**config.mk**
```make
export PLATFORM = sky130hd
export DESIGN_NAME = alut_age_sweep12_flat
export DESIGN_NICKNAME = d
export VERILOG_FILES = /design/src/rtl/alut_age_sweep12_if.sv /design/src/rtl/alut_age_sweep12.sv /design/src/flat_wrapper.sv
export SDC_FILE = /design/constraint.sdc
export NUM_CORES = 1
export LEC_CHECK = 0
export CORE_MARGIN = 10
export CORE_UTILIZATION = 42
export DETAILED_ROUTE_END_ITERATION = 7
export PLACE_DENSITY = 0.84
export SYNTH_ARGS = -nofsm -noshare
export SYNTH_HDL_FRONTEND = slang
export SYNTH_SLANG_ARGS = --single-unit
```
**constraint.sdc**
```tcl
create_clock -name pclk12 -period 3.6 [get_ports pclk12]
set_input_delay 0.72 -clock pclk12 [delete_from_list [all_inputs] [get_ports pclk12]]
set_output_delay 0.72 -clock pclk12 [all_outputs]
set_load 0.01 [all_outputs]
```
**src/rtl/alut_age_sweep12_if.sv**
```systemverilog
// alut_age_sweep12_if
//   Age port of the ALUT dual-port RAM. The sweeper is the master. It drives
//   the address, the write strobe and the write data. The RAM side is the
//   slave and returns read data one cycle after the address.
//   Signals:
//     mem_addr_age12       master->slave  8     age-port address
//     mem_write_age12      master->slave  1     1=write, 0=read
//     mem_write_data_age12 master->slave  DW12  write data
//     mem_read_data_age12  slave->master  DW12  read data (latency 1)
interface alut_age_sweep12_if #(
    parameter int DW12 = 83
);
    logic [7:0]      mem_addr_age12;
    logic            mem_write_age12;
    logic [DW12-1:0] mem_write_data_age12;
    logic [DW12-1:0] mem_read_data_age12;

    modport master (
        output mem_addr_age12,
        output mem_write_age12,
        output mem_write_data_age12,
        input  mem_read_data_age12
    );

    modport slave (
        input  mem_addr_age12,
        input  mem_write_age12,
        input  mem_write_data_age12,
        output mem_read_data_age12
    );
endinterface

```
**src/rtl/alut_age_sweep12.sv**
```systemverilog
// alut_age_sweep12
//   Ageing scheduler for the ALUT. A start pulse begins a sweep over every
//   address from 0 to DD12-1. For each address the sweeper reads the entry and
//   checks its timestamp against the current time. If the entry is stale, the
//   sweeper writes it back with the valid bit cleared. If the learn (add) port
//   touches the same address during that read-check-write window, the entry is
//   left alone.
//   Ports:
//     pclk12            in   clock, rising edge
//     n_p_reset12       in   synchronous active-low reset
//     sweep_start12     in   one-cycle sweep request (ignored while busy)
//     curr_time12       in   free-running time base
//     age_threshold12   in   max permitted age in time-base ticks
//     mem_addr_add12    in   add-port address (snooped)
//     mem_write_add12   in   add-port write strobe (snooped)
//     age_port          if   age-port RAM master (addr/write/wdata/rdata)
//     sweep_busy12      out  high from accepted start until done
//     sweep_done12      out  one-cycle pulse after the last address
//     aged_count12      out  entries invalidated in the last/current sweep
module alut_age_sweep12 #(
    parameter int DW12 = 83,
    parameter int DD12 = 256
) (
    input  logic                pclk12,
    input  logic                n_p_reset12,
    input  logic                sweep_start12,
    input  logic [31:0]         curr_time12,
    input  logic [31:0]         age_threshold12,
    input  logic [7:0]          mem_addr_add12,
    input  logic                mem_write_add12,
    alut_age_sweep12_if.master  age_port,
    output logic                sweep_busy12,
    output logic                sweep_done12,
    output logic [8:0]          aged_count12
);

    localparam int VALID_BIT = DW12 - 1;
    localparam int TS_MSB    = DW12 - 2;
    localparam int TS_LSB    = DW12 - 33;
    localparam logic [7:0] LAST_ADDR = 8'(DD12 - 1);
    localparam logic [8:0] COUNT_MAX = 9'h1FF;

    typedef enum logic [2:0] {
        IDLE,
        RD,
        CHK,
        WR,
        NXT
    } state_t;

    state_t          state;
    state_t          state_next;
    logic [7:0]      ptr;
    logic [7:0]      ptr_next;
    logic            coll;
    logic            coll_next;
    logic [DW12-2:0] rd_q;
    logic [DW12-2:0] rd_q_next;
    logic [8:0]      count;
    logic [8:0]      count_next;
    logic            done_q;
    logic            done_next;
    logic            write_en;
    logic            add_hit;
    logic [31:0]     age;
    logic            stale;

    // The add port is writing the entry we are currently working on.
    assign add_hit = mem_write_add12 && (mem_addr_add12 == ptr);

    // The subtraction wraps modulo 2^32, so a time base that rolled over
    // still gives the correct age.
    assign age   = curr_time12 - age_port.mem_read_data_age12[TS_MSB:TS_LSB];
    assign stale = age_port.mem_read_data_age12[VALID_BIT] && (age > age_threshold12);

    always_ff @(posedge pclk12) begin
        if (!n_p_reset12) begin
            state  <= IDLE;
            ptr    <= 8'd0;
            coll   <= 1'b0;
            rd_q   <= '0;
            count  <= 9'd0;
            done_q <= 1'b0;
        end else begin
            state  <= state_next;
            ptr    <= ptr_next;
            coll   <= coll_next;
            rd_q   <= rd_q_next;
            count  <= count_next;
            done_q <= done_next;
        end
    end

    // Read data is valid in CHK, one cycle after RD drives the address.
    // A collision seen in RD or CHK blocks the write-back. A collision in
    // WR suppresses the strobe in the same cycle, so the add port always
    // wins. The strobe is also gated by reset, so nothing is written in a
    // reset cycle.
    always_comb begin
        state_next = state;
        ptr_next   = ptr;
        coll_next  = coll;
        rd_q_next  = rd_q;
        count_next = count;
        done_next  = 1'b0;
        write_en   = 1'b0;
        case (state)
            IDLE: begin
                if (sweep_start12) begin
                    state_next = RD;
                    ptr_next   = 8'd0;
                    count_next = 9'd0;
                end
            end
            RD: begin
                coll_next  = add_hit;
                state_next = CHK;
            end
            CHK: begin
                rd_q_next = age_port.mem_read_data_age12[DW12-2:0];
                coll_next = coll | add_hit;
                if (stale && !coll && !add_hit) begin
                    state_next = WR;
                end else begin
                    state_next = NXT;
                end
            end
            WR: begin
                write_en = n_p_reset12 && !add_hit;
                if (write_en && (count != COUNT_MAX)) begin
                    count_next = count + 9'd1;
                end
                state_next = NXT;
            end
            NXT: begin
                if (ptr == LAST_ADDR) begin
                    state_next = IDLE;
                    ptr_next   = 8'd0;
                    done_next  = 1'b1;
                end else begin
                    state_next = RD;
                    ptr_next   = ptr + 8'd1;
                end
            end
            default: begin
                state_next = IDLE;
            end
        endcase
    end

    assign age_port.mem_addr_age12       = ptr;
    assign age_port.mem_write_age12      = write_en;
    assign age_port.mem_write_data_age12 = (state == WR) ? {1'b0, rd_q} : '0;
    assign sweep_busy12                  = (state != IDLE);
    assign sweep_done12                  = done_q;
    assign aged_count12                  = count;

endmodule
```
**src/flat_wrapper.sv**
```systemverilog
// flat-port wrapper written by rule: the top's interface ports become plain ports
module alut_age_sweep12_flat 
#(
    parameter int DW12 = 83,
    parameter int DD12 = 256
)
  (pclk12, n_p_reset12, sweep_start12, curr_time12, age_threshold12, mem_addr_add12, mem_write_add12, sweep_busy12, sweep_done12, aged_count12, age_port_mem_addr_age12, age_port_mem_write_age12, age_port_mem_write_data_age12, age_port_mem_read_data_age12);
  alut_age_sweep12_if #(.DW12(DW12)) age_port_i ();
  input  logic pclk12;
  input  logic n_p_reset12;
  input  logic sweep_start12;
  input  logic [31:0] curr_time12;
  input  logic [31:0] age_threshold12;
  input  logic [7:0] mem_addr_add12;
  input  logic mem_write_add12;
  output logic sweep_busy12;
  output logic sweep_done12;
  output logic [8:0] aged_count12;
  output wire logic [$bits(age_port_i.mem_addr_age12)-1:0] age_port_mem_addr_age12;
  output wire logic [$bits(age_port_i.mem_write_age12)-1:0] age_port_mem_write_age12;
  output wire logic [$bits(age_port_i.mem_write_data_age12)-1:0] age_port_mem_write_data_age12;
  input wire logic [$bits(age_port_i.mem_read_data_age12)-1:0] age_port_mem_read_data_age12;
  assign age_port_mem_addr_age12 = age_port_i.mem_addr_age12;
  assign age_port_mem_write_age12 = age_port_i.mem_write_age12;
  assign age_port_mem_write_data_age12 = age_port_i.mem_write_data_age12;
  assign age_port_i.mem_read_data_age12 = age_port_mem_read_data_age12;
  alut_age_sweep12 #(.DW12(DW12), .DD12(DD12)) u_core (.pclk12(pclk12), .n_p_reset12(n_p_reset12), .sweep_start12(sweep_start12), .curr_time12(curr_time12), .age_threshold12(age_threshold12), .mem_addr_add12(mem_addr_add12), .mem_write_add12(mem_write_add12), .age_port(age_port_i), .sweep_busy12(sweep_busy12), .sweep_done12(sweep_done12), .aged_count12(aged_count12));
endmodule
```
==> results of run 1 <==
[registers in the layout, indices dropped and copies added (netlist names)]
| signal | count |
|---|---|
| u_core.state | 3 |
| u_core.age_port.mem_addr_age12 | 8 |
| u_core.aged_count12 | 9 |
| u_core.sweep_done12 | 1 |
| u_core.rd_q | 82 |
| u_core.coll | 1 |
[power breakdown]
part	internal (mW)	total, mW	switching, mW
registers	1.26	1.32	0.0596
logic	0.711	1.50	0.787
clock network	0.641	1.11	0.469
total	2.61	3.93	1.32
[cells in the mapped netlist (2+ instances only)]
master	number	area (sq um)
nand2_1	206	773
dfxtp_1	104	2080
a21boi_0	91	683
and2_1	86	538
inv_1	79	297
ha_1	66	826
clkbuf_1	46	173
a21oi_1	45	225
nor2_1	37	139
o21ai_0	35	175
a21o_1	20	150
xor2_1	17	149
nand3_1	16	80.1
xnor2_1	16	140
and3_1	15	93.8
nand4_1	13	81.3
o21a_1	13	97.6
nor3_1	10	50.1
nand3b_1	7	52.6
nor2b_1	7	43.8
a31oi_1	5	31.3
o31ai_1	5	37.5
or3_1	5	31.3
and4_1	3	26.3
nand2b_1	3	18.8
nor4_1	3	18.8
o211ai_1	3	22.5
o311ai_0	3	26.3
o41ai_1	3	26.3
or4_1	3	22.5
a211oi_1	2	15.0
a221oi_1	2	17.5
a22oi_1	2	15.0
o211a_1	2	20.0
o21bai_1	2	15.0
o22ai_1	2	12.5
[layout make-up]
| cell class | instances | area share, % |
|---|---|---|
| Inverter | 79 | 2.50 |
| Clock buffer | 10 | 1.98 |
| Sequential cell | 104 | 17.3 |
| Multi-Input combinational cell | 767 | 45.5 |
| Antenna cell | 3 | 0.0623 |
| Timing Repair Buffer | 387 | 29.5 |
| Clock inverter | 6 | 0.810 |
| Tap cell | 225 | 2.34 |
[metal layers]
metal  wire, um  up-vias
met3       1740       57
met2      13900      358
met4        838        0
met5          0        -
li1           -     4087
met1      11800     3918
[worst min-delay path, cell delays in order, from the launching register on]
cell	delay, ns
dfxtp_1	0.30
nand2_1	0.04
a21boi_0	0.06
[cell usage in the layout (no fill, tap or decap), drive strengths merged, types with 13 or more instances in the layout]
cell,count
a21boi,91
a21o,20
a21oi,45
and2,86
and3,15
buf,131
clkbuf,13
clkdlybuf4s50,228
dfxtp,104
dlygate4sd2,16
ha,66
inv,82
nand2,206
nand3,16
nand4,13
nor2,37
o21a,13
o21ai,36
xnor2,16
xor2,17
[through the flow]
stage | worst slack, ns | util, % | hold slack [ns] | instance area [sq um]
floorplan | -0.0734 | - | 0.439 | 7570
global placement | -0.774 | 64.2 | 0.447 | 11100
detailed placement | -0.896 | 64.2 | 0.454 | 11100
CTS | -0.179 | 67.8 | 0.465 | 11700
global route | -0.380 | 69.6 | 0.482 | 12000
finish | -0.312 | 69.6 | 0.460 | 12000
[worst paths after layout]
| check | start | endpoint | slack, ns | depth (start not counted) |
|---|---|---|---|---|
| setup / recovery | age_port_mem_read_data_age12[74] | u_core.state[2] | -0.31 | 17 |
| hold / removal | u_core.rd_q[38] | u_core.rd_q[38] | 0.46 | 2 |
| setup reg to reg | u_core.state[2] | u_core.aged_count12[7] | 1.40 | 7 |
| hold reg to reg | u_core.rd_q[38] | u_core.rd_q[38] | 0.46 | 2 |
[kinds of logic after synthesis]
family                   synth area share [%]
adder cells (fa/ha/maj)                  11.4
XOR/XNOR                                 3.90
other                                  0.0506
buffers and inverters                    6.49
AO/OA/AOI/OAI                            23.3
flip-flops                               28.1
AND/OR/NAND/NOR                          26.8
[repair_timing]
item / in CTS / in global routing
setup buffers: 10 / 8
pin swaps: 43 / 52
cloned: 0 / 0
hold buffers: 0 / 0
resized for setup: 80 / 65
setup endpoints to repair: 3 / 3
==> results.cfg, run 1 <==
[global_route]
grt_pass1_vias = 7974
antenna_found_initial = 3
overflow = 0
grt_pass1_wl_um = 41600
track_usage_pct = 21.3
met2_usage_pct = 37.3
use_met3_pct = 3.84
grt_busiest_layer = met2
use_met1_pct = 25.4
grt_max_degree = 100

[place]
hpwl_um = 20700
placement.io_buffers = 260
gp_congestion = 0.963
dp.cells = 1544

[route]
drc_errors = 0
wl_per_cell_um = 17.9
vias = 8420
drt_iter0_drc = 580
drt.antenna.violating_nets = 0
drt_pass1_iterations = 5
vias_per_cell = 5.33
routed_wirelength_um = 28300

[layout]
syn_to_final_growth_pct = 62.3
num-fill-cells = 1334
final_nets = 1574
final-seq-area_sq_um = 2080
finalNonFillerCells = 1581
drive_above_1_share_pct = 18.1
multi_input_area_sq_um = 5480

[synthesis]
post_synth_num_cell_types = 57
synth_warnings = 0
syn-num-nets = 1224
syn_area_sq_um = 7420
yosys_most_used_dff = dfxtp_1
ys_ff_latch = 104
async_reset_ff_share_pct = 0
synthCells = 998
synth.yosys.seq_area_share_pct = 28.1
synth.avg_cell_area_sq_um = 7.43
synth_edf_count = 0

[sta]
finalHoldViolCount = 0
fin_crit_sh_pct = 109
worst_slack_ns = -0.312
rsz0062_at_grt = true
fin_worst_skew_ns = 0.00939
setup_tns_ns = -0.864
max_freq_mhz = 256
fin_crit_ns = 3.91
max_slew_margin_pct = 30.6
setup_viol = 3
slew_viol_final = 0
tightestPinTransition_ns = 1.04

[clock_tree]
cts_max_level = 3
root_buffer = clkbuf_16
cts_tree = built
numCtsBuffers = 9
path_clk_slew_ns = 0.07
cts_sinks = 104
cts_buffer_depth = 2
clkLatencyLatePin_ns = 0.35

[setup_path]
cpPeakStageDelay_ns = 0.48
crit_chain = clkdlybuf4s50_1 -> inv_1 -> ha_1 -> buf_4 -> nand4_1 -> nor2_1 -> and3_1 -> o311ai_2 -> nand3_1 -> xor2_1 -> ha_1 -> nand4_1 -> nor2_2 -> nand3_2 -> nand2b_4 -> a211o_1 -> and3_4
crit_fanout = 8
crit_type = input pin to flop
worst_ep_arrival_time_ns = 4.16
cp_data_required_time_ns = 3.85
startpoint_type = input pin
cp-end-kind = flop
cp_top_family = simple AND/OR/NAND/NOR gates
path_buf_inv = 3
cpMaxStageDelayCell = clkdlybuf4s50_1

[floorplanning]
die_x_um = 153
start_util_pct = 42.9
num_io_pins = 262
die-area_sq_um = 23400
die_y_um = 153
num_rows = 48
core-area_sq_um = 17300

[pwr]
p_per_area_nw_per_um2 = 326
power.total_mw = 3.93
p_leak_nw = 5.04
vdd_drop_max_uv = 209

[run]
cap_violations = 0

[status]
violations = negative setup slack
outcome = finished, violations left

[min_path]
hold_path_class = flop to flop
No activity file was read; power rests on OpenSTA's default activity.
==> run 2: changes to the inputs <==
--- a/config.mk
+++ b/config.mk
@@ -5,10 +5,12 @@
 export SDC_FILE = /design/constraint.sdc
 export NUM_CORES = 1
 export LEC_CHECK = 0
+export CAP_MARGIN = 40
 export CORE_MARGIN = 10
-export CORE_UTILIZATION = 42
+export CORE_UTILIZATION = 43
+export CTS_BUF_LIST = sky130_fd_sc_hd__clkbuf_8
 export DETAILED_ROUTE_END_ITERATION = 7
-export PLACE_DENSITY = 0.84
+export PLACE_DENSITY = 0.85
 export SYNTH_ARGS = -nofsm -noshare
 export SYNTH_HDL_FRONTEND = slang
 export SYNTH_SLANG_ARGS = --single-unit
==> run 2 against run 1 <==
Net effect: the flow still finishes with violations (negative setup slack); first-iteration DRC count fell by 18%; combinational power fell by 3%; critical path depth fell by 1; sequential share of layout area rose by 0.36 points; utilization rose by 0.78 points; count of clock-buffer cells in the layout fell by 1; via count fell by 2.0%; critical endpoint unchanged; highest routed layer unchanged.
==> results.cfg, run 2 (synthesis results as in run 1) <==
[global_route]
grt_pass1_wl_um = 41300
antenna_found_initial = 0
track_usage_pct = 22.4
grt_max_degree = 90
overflow = 0
grt_pass1_vias = 8114

[min_path]
hp-start = u_core.rd_q[40]
hold_path_class = flop to flop
whs_path_depth = 2
min_to = u_core.rd_q[40]

[setup_path]
path_buf_inv = 2
cpPeakStageDelay_ns = 0.52
cpMostUsedCell = a21o_1
rrSetupSlack_ns = 1.20
cp_top_family = compound AO/OA/AOI/OAI gates
r2r_cells = 6
reg2reg_from = u_core.state[1]
cp_data_required_time_ns = 3.89
cp.depth = 16
crit_chain = buf_8 -> inv_4 -> ha_4 -> a21o_1 -> a21o_1 -> a221o_1 -> or4b_4 -> a41oi_2 -> xnor2_1 -> ha_1 -> nand4_1 -> nor2_2 -> nand3_2 -> nand2b_4 -> a211o_1 -> and3_1
worst_ep_arrival_time_ns = 3.99
r2r-end = u_core.aged_count12[7]
crit_fanout = 3
cpMaxStageDelayCell = or4b_4
cp-end-kind = flop
startpoint_type = input pin
crit_type = input pin to flop

[clock_tree]
ctsHoldBuffers = 0
root_buffer = clkbuf_8
cts_max_level = 3
cts_tree = built
cts_sinks = 104
path_clk_slew_ns = 0.11
numCtsBuffers = 9
cts_buffer_depth = 2
clkLatencyLatePin_ns = 0.39

[status]
outcome = finished, violations left
violations = negative setup slack

[route]
drc_errors = 0
drt_iter0_drc = 476
wl_per_cell_um = 17.6
drt_pass1_iterations = 5
vias_per_cell = 5.27
routed_wirelength_um = 27500
vias = 8250
drt.antenna.violating_nets = 0

[floorplanning]
core-area_sq_um = 16800
num_io_pins = 262
die_x_um = 151
start_util_pct = 44.3
num_rows = 47
die-area_sq_um = 22900
die_y_um = 151

[layout]
drive_above_1_share_pct = 17.7
largest_register_ffs = 82
final_cell_mix = clkdlybuf4s50_1 (222), nand2_1 (206), buf_4 (113), dfxtp_1 (104), a21boi_0 (90)
final_util_pct = 70.4
diodes = 0
largest_register = u_core.rd_q
num-fill-cells = 1346
syn_to_final_growth_pct = 59.0
final_common_cell = clkdlybuf4s50_1
final_nets = 1567

[pwr]
seqPwrFrac_pct = 37.0
comb_power_share_pct = 40.7
vdd_drop_max_uv = 219
power.total_mw = 3.57
power_frac_clock_pct = 22.3
intPower_mw = 2.29
p_per_area_nw_per_um2 = 302
swShare_pct = 35.8
power.switching_mw = 1.28
p_leak_nw = 4.98

[sta]
fin_crit_sh_pct = 103
fin_worst_skew_ns = 0.0156
tightestPinTransition_ns = 0.840
max_freq_mhz = 270
max_slew_margin_pct = 44.0
setup_viol = 3
rsz0062_at_grt = true
worst_slack_ns = -0.104
slew_viol_final = 0
hold_ws_ns = 0.463
fin_crit_ns = 3.70
finalHoldViolCount = 0

[place]
placement.io_buffers = 260
gp_congestion = 0.876
hpwl_um = 20800

[run]
cap_violations = 0
[run 2: cell count changes in the layout (fill, tap and decap cells not counted), sizes merged, moves of 3 or more]
cell | previous run | this run
buf | 131 | 126
clkbuf | 13 | 17
clkdlybuf4s15 | 2 | 5
clkdlybuf4s50 | 228 | 222
diode | 3 | 0
dlygate4sd2 | 16 | 10
[run 2: layout make-up]
| type | instances | area (sq um) | area share (%) |
|---|---|---|---|
| clock buffers | 9 | 124 | 1.05 |
| clock inverters | 7 | 81.3 | 0.689 |
| inverters | 79 | 302 | 2.56 |
| multi-input cells | 767 | 5410 | 45.8 |
| flip-flops and latches | 104 | 2080 | 17.6 |
| well taps | 220 | 275 | 2.33 |
| repair buffers | 380 | 3530 | 29.9 |
[run 2: how the worst max path moves through the flow]
| stage | startpoint | end | slack (ns) |
|---|---|---|---|
| 2_1_floorplan | curr_time12[10] | u_core.state[2] | -0.07 |
| 3_3_place_gp | age_port_mem_read_data_age12[50] | u_core.state[2] | -0.84 |
| 3_5_place_dp | age_port_mem_read_data_age12[51] | u_core.state[1] | -0.99 |
| 4_1_cts | curr_time12[0] | u_core.state[2] | -0.07 |
| 5_1_grt | curr_time12[13] | u_core.state[1] | -0.22 |
| 6_report | age_port_mem_read_data_age12[60] | u_core.state[2] | -0.10 |
[run 2: per-stage QoR]
step / setup TNS [ns] / setup WS, ns / std cells / instance area [sq um]
after floorplan: -0.109 / -0.0734 / 998 / 7570
after global placement: -2.44 / -0.841 / 1528 / 11000
after CTS: -0.0980 / -0.0734 / 1557 / 11600
after global routing: -0.607 / -0.218 / 1566 / 11800
after detailed placement: -2.94 / -0.993 / 1530 / 11100
final: -0.238 / -0.104 / 1566 / 11800
[run 2: layer usage]
| metal | vias up | GRT usage [%] | wire length (um) |
|---|---|---|---|
| met5 | - | 0 | 0 |
| met1 | 3820 | 26.9 | 11300 |
| met4 | 0 | 7.75 | 853 |
| met3 | 60 | 3.70 | 2010 |
| li1 | 4059 | - | - |
| met2 | 311 | 39.3 | 13300 |
[run 2: repair_timing]
item,4_1_cts,5_1_grt
endpoints found under the hold margin,0,0
buffers inserted,11,9
endpoints found under the setup margin,3,3
pin swaps,49,55
resized for setup,94,70
[run 2: worst min-delay path: stages (launching register included)]
cell      delay, ns
dfxtp_1        0.32
nand2_1        0.04
a21boi_0       0.06
[run 2: power by group through the flow]
| stage | Sequential (mW) | Clock [mW] | Combinational, mW |
|---|---|---|---|
| 2_1_floorplan | 1.32 | 0 | 0.770 |
| 3_3_place_gp | 1.34 | 0 | 1.28 |
| 3_5_place_dp | 1.35 | 0 | 1.32 |
| 4_1_cts | 1.32 | 0.826 | 1.39 |
| 5_1_grt | 1.33 | 0.861 | 1.60 |
| 6_report | 1.32 | 0.796 | 1.45 |
==> run 3: changes to the inputs <==
--- a/config.mk
+++ b/config.mk
@@ -7,9 +7,10 @@
 export LEC_CHECK = 0
 export CAP_MARGIN = 40
 export CORE_MARGIN = 10
-export CORE_UTILIZATION = 43
+export CORE_UTILIZATION = 45
 export CTS_BUF_LIST = sky130_fd_sc_hd__clkbuf_8
 export DETAILED_ROUTE_END_ITERATION = 7
+export GPL_TIMING_DRIVEN = 0
 export PLACE_DENSITY = 0.85
 export SYNTH_ARGS = -nofsm -noshare
 export SYNTH_HDL_FRONTEND = slang
==> constraint.sdc (replaced) <==
create_clock -name pclk12 -period 4.7 [get_ports pclk12]
set_input_delay 0.94 -clock pclk12 [delete_from_list [all_inputs] [get_ports pclk12]]
set_output_delay 0.94 -clock pclk12 [all_outputs]
set_load 0.01 [all_outputs]
==> run 3 against run 2 <==
Net effect: the run now ends clean; combinational power shrank 35%; sequential share of layout area rose by 1.7 points; die area fell by 3.9%; setup slack improved by 0.14 ns; wire length fell by 6.6%; worst hold slack worse by 0.0020 ns; via count shrank 4.0%; total power fell by 26%; critical path depth up 1; register-to-register slack better by 0.95 ns; critical path type unchanged; largest power group is now sequential cells.
==> results.cfg, run 3 (synthesis results as in run 1) <==
[clock_tree]
cts_tree = built
cts_max_level = 3
cts_buffer_depth = 2
clkLatencyLatePin_ns = 0.38
numCtsBuffers = 9
ctsHoldBuffers = 0
root_buffer = clkbuf_8
path_clk_slew_ns = 0.09
cts_sinks = 104

[route]
drt.antenna.violating_nets = 0
wl_per_cell_um = 17.1
vias_per_cell = 5.29
routed_wirelength_um = 25700
vias = 7919
drc_errors = 0
drt_pass1_iterations = 5
drt_iter0_drc = 337

[global_route]
grt_pass1_vias = 7741
grt_pass1_wl_um = 40100
grt_max_degree = 17
track_usage_pct = 22.3
overflow = 0
antenna_found_initial = 0

[layout]
final_nets = 1503
diodes = 0
num-fill-cells = 1380
final_cell_mix = clkdlybuf4s50_1 (259), nand2_1 (206), dfxtp_1 (104), a21boi_0 (90), and2_1 (86)
largest_register_ffs = 82
largest_register = u_core.rd_q
final_util_pct = 67.1
syn_to_final_growth_pct = 44.8
design_area_sq_um = 10700
final_common_cell = clkdlybuf4s50_1
drive_above_1_share_pct = 3.59

[pwr]
p_leak_nw = 4.38
p_per_area_nw_per_um2 = 245
vdd_drop_max_uv = 188
power.total_mw = 2.63

[status]
outcome = complete, no violations

[place]
gp_congestion = 0.917
hpwl_um = 20800
place_area_sq_um = 10300
placement.io_buffers = 260

[setup_path]
crit_chain = clkdlybuf4s50_1 -> inv_1 -> ha_4 -> a21o_1 -> a21o_1 -> a221o_1 -> buf_4 -> nor2_1 -> o21ai_0 -> xor2_1 -> ha_1 -> nand3_1 -> nor4_4 -> nand4_1 -> o211a_1 -> o21ai_2 -> and3_1
cpMostUsedCell = a21o_1
cpMaxStageDelayCell = clkdlybuf4s50_1
crit_type = input pin to flop
cp-end-kind = flop
cp_data_required_time_ns = 5.02
worst_ep_arrival_time_ns = 4.98
crit_fanout = 6
cpPeakStageDelay_ns = 0.48
startpoint_type = input pin

[min_path]
hold_path_class = flop to flop

[floorplanning]
num_rows = 46
die-area_sq_um = 22000
num_io_pins = 262
start_util_pct = 46.4
die_x_um = 148
die_y_um = 148
core-area_sq_um = 16000

[sta]
finalHoldViolCount = 0
setup_viol = 0
tightestPinTransition_ns = 0.726
fin_crit_sh_pct = 99.1
max_slew_margin_pct = 51.1
hold_ws_ns = 0.461
fin_worst_skew_ns = 0.0145
slew_viol_final = 0
max_freq_mhz = 215
fin_crit_ns = 4.66

[run]
cap_violations = 0
[run 3: cell types whose count changed in the layout (fill, tap and decap cells not counted), moves of 10 or more]
cell and change:
buf_4 -104, clkbuf_1 +46, clkdlybuf4s50_1 +37, ha_1 +22, ha_4 -20, inv_1 +17
inv_2 -15, dlygate4sd2_1 -10
[run 3: repair_timing]
action / 4_1_cts / 5_1_grt
resized for setup: 10 / 21
pin swaps: 4 / 14
buffers inserted: 4 / 4
hold endpoints to repair: 0 / 0
endpoints found under the setup margin: 3 / 3
[run 3: worst paths after layout]
path,startpoint,endpoint,slack (ns),cells after the start
hold reg to reg,u_core.rd_q[16],u_core.rd_q[16],0.46,2
hold / removal,u_core.rd_q[16],u_core.rd_q[16],0.46,2
setup / recovery,age_port_mem_read_data_age12[60],u_core.state[2],0.04,17
setup reg to reg,u_core.age_port.mem_addr_age12[6],u_core.aged_count12[4],2.15,7
[run 3: power by group]
| group | total, mW | leakage [nW] | internal, mW | switching [mW] |
|---|---|---|---|---|
| Clock | 0.677 | 0.128 | 0.367 | 0.311 |
| Sequential | 1.00 | 0.843 | 0.965 | 0.0387 |
| Combinational | 0.946 | 3.41 | 0.418 | 0.528 |
[run 3: worst max-delay path, delay by kind of cell]
kind                       cells  cell delay [ns]
and+or+nand+nor                5             1.14
buffers and inverters          3             0.76
xor gates and xnor gates       1             0.19
AOI/OAI and AO/OA              6             1.35
adders and majority gates      2             0.59
[run 3: layer usage]
layer  wire [um]  vias up  share of wire (%)  track usage (%)
li1            -     3932                  -                -
met1       10700     3615                 42             26.4
met2       12300      318                 48             38.6
met3        1680       54                6.5             3.91
met4        1030        0                4.0             9.96
met5           0        -                  0                0
[run 3: metrics by stage]
stage          worst slack, ns  std cells  TNS [ns]
6_report                0.0406       1498         0
2_1_floorplan            0.558        998         0
3_5_place_dp            -0.763       1474     -2.27
3_3_place_gp            -0.722       1474     -2.16
5_1_grt                -0.0989       1498    -0.257
4_1_cts                0.00857       1494         0
[run 3: cell type report]
class / instances / area [sq um] / area share, %
Tap cell: 216 / 270 / 2.52
Inverter: 79 / 297 / 2.76
Clock buffer: 10 / 138 / 1.28
Clock inverter: 6 / 108 / 1.00
Multi-Input combinational cell: 767 / 5000 / 46.5
Buffer: 48 / 185 / 1.72
Sequential cell: 104 / 2080 / 19.4
Timing Repair Buffer: 268 / 2670 / 24.8
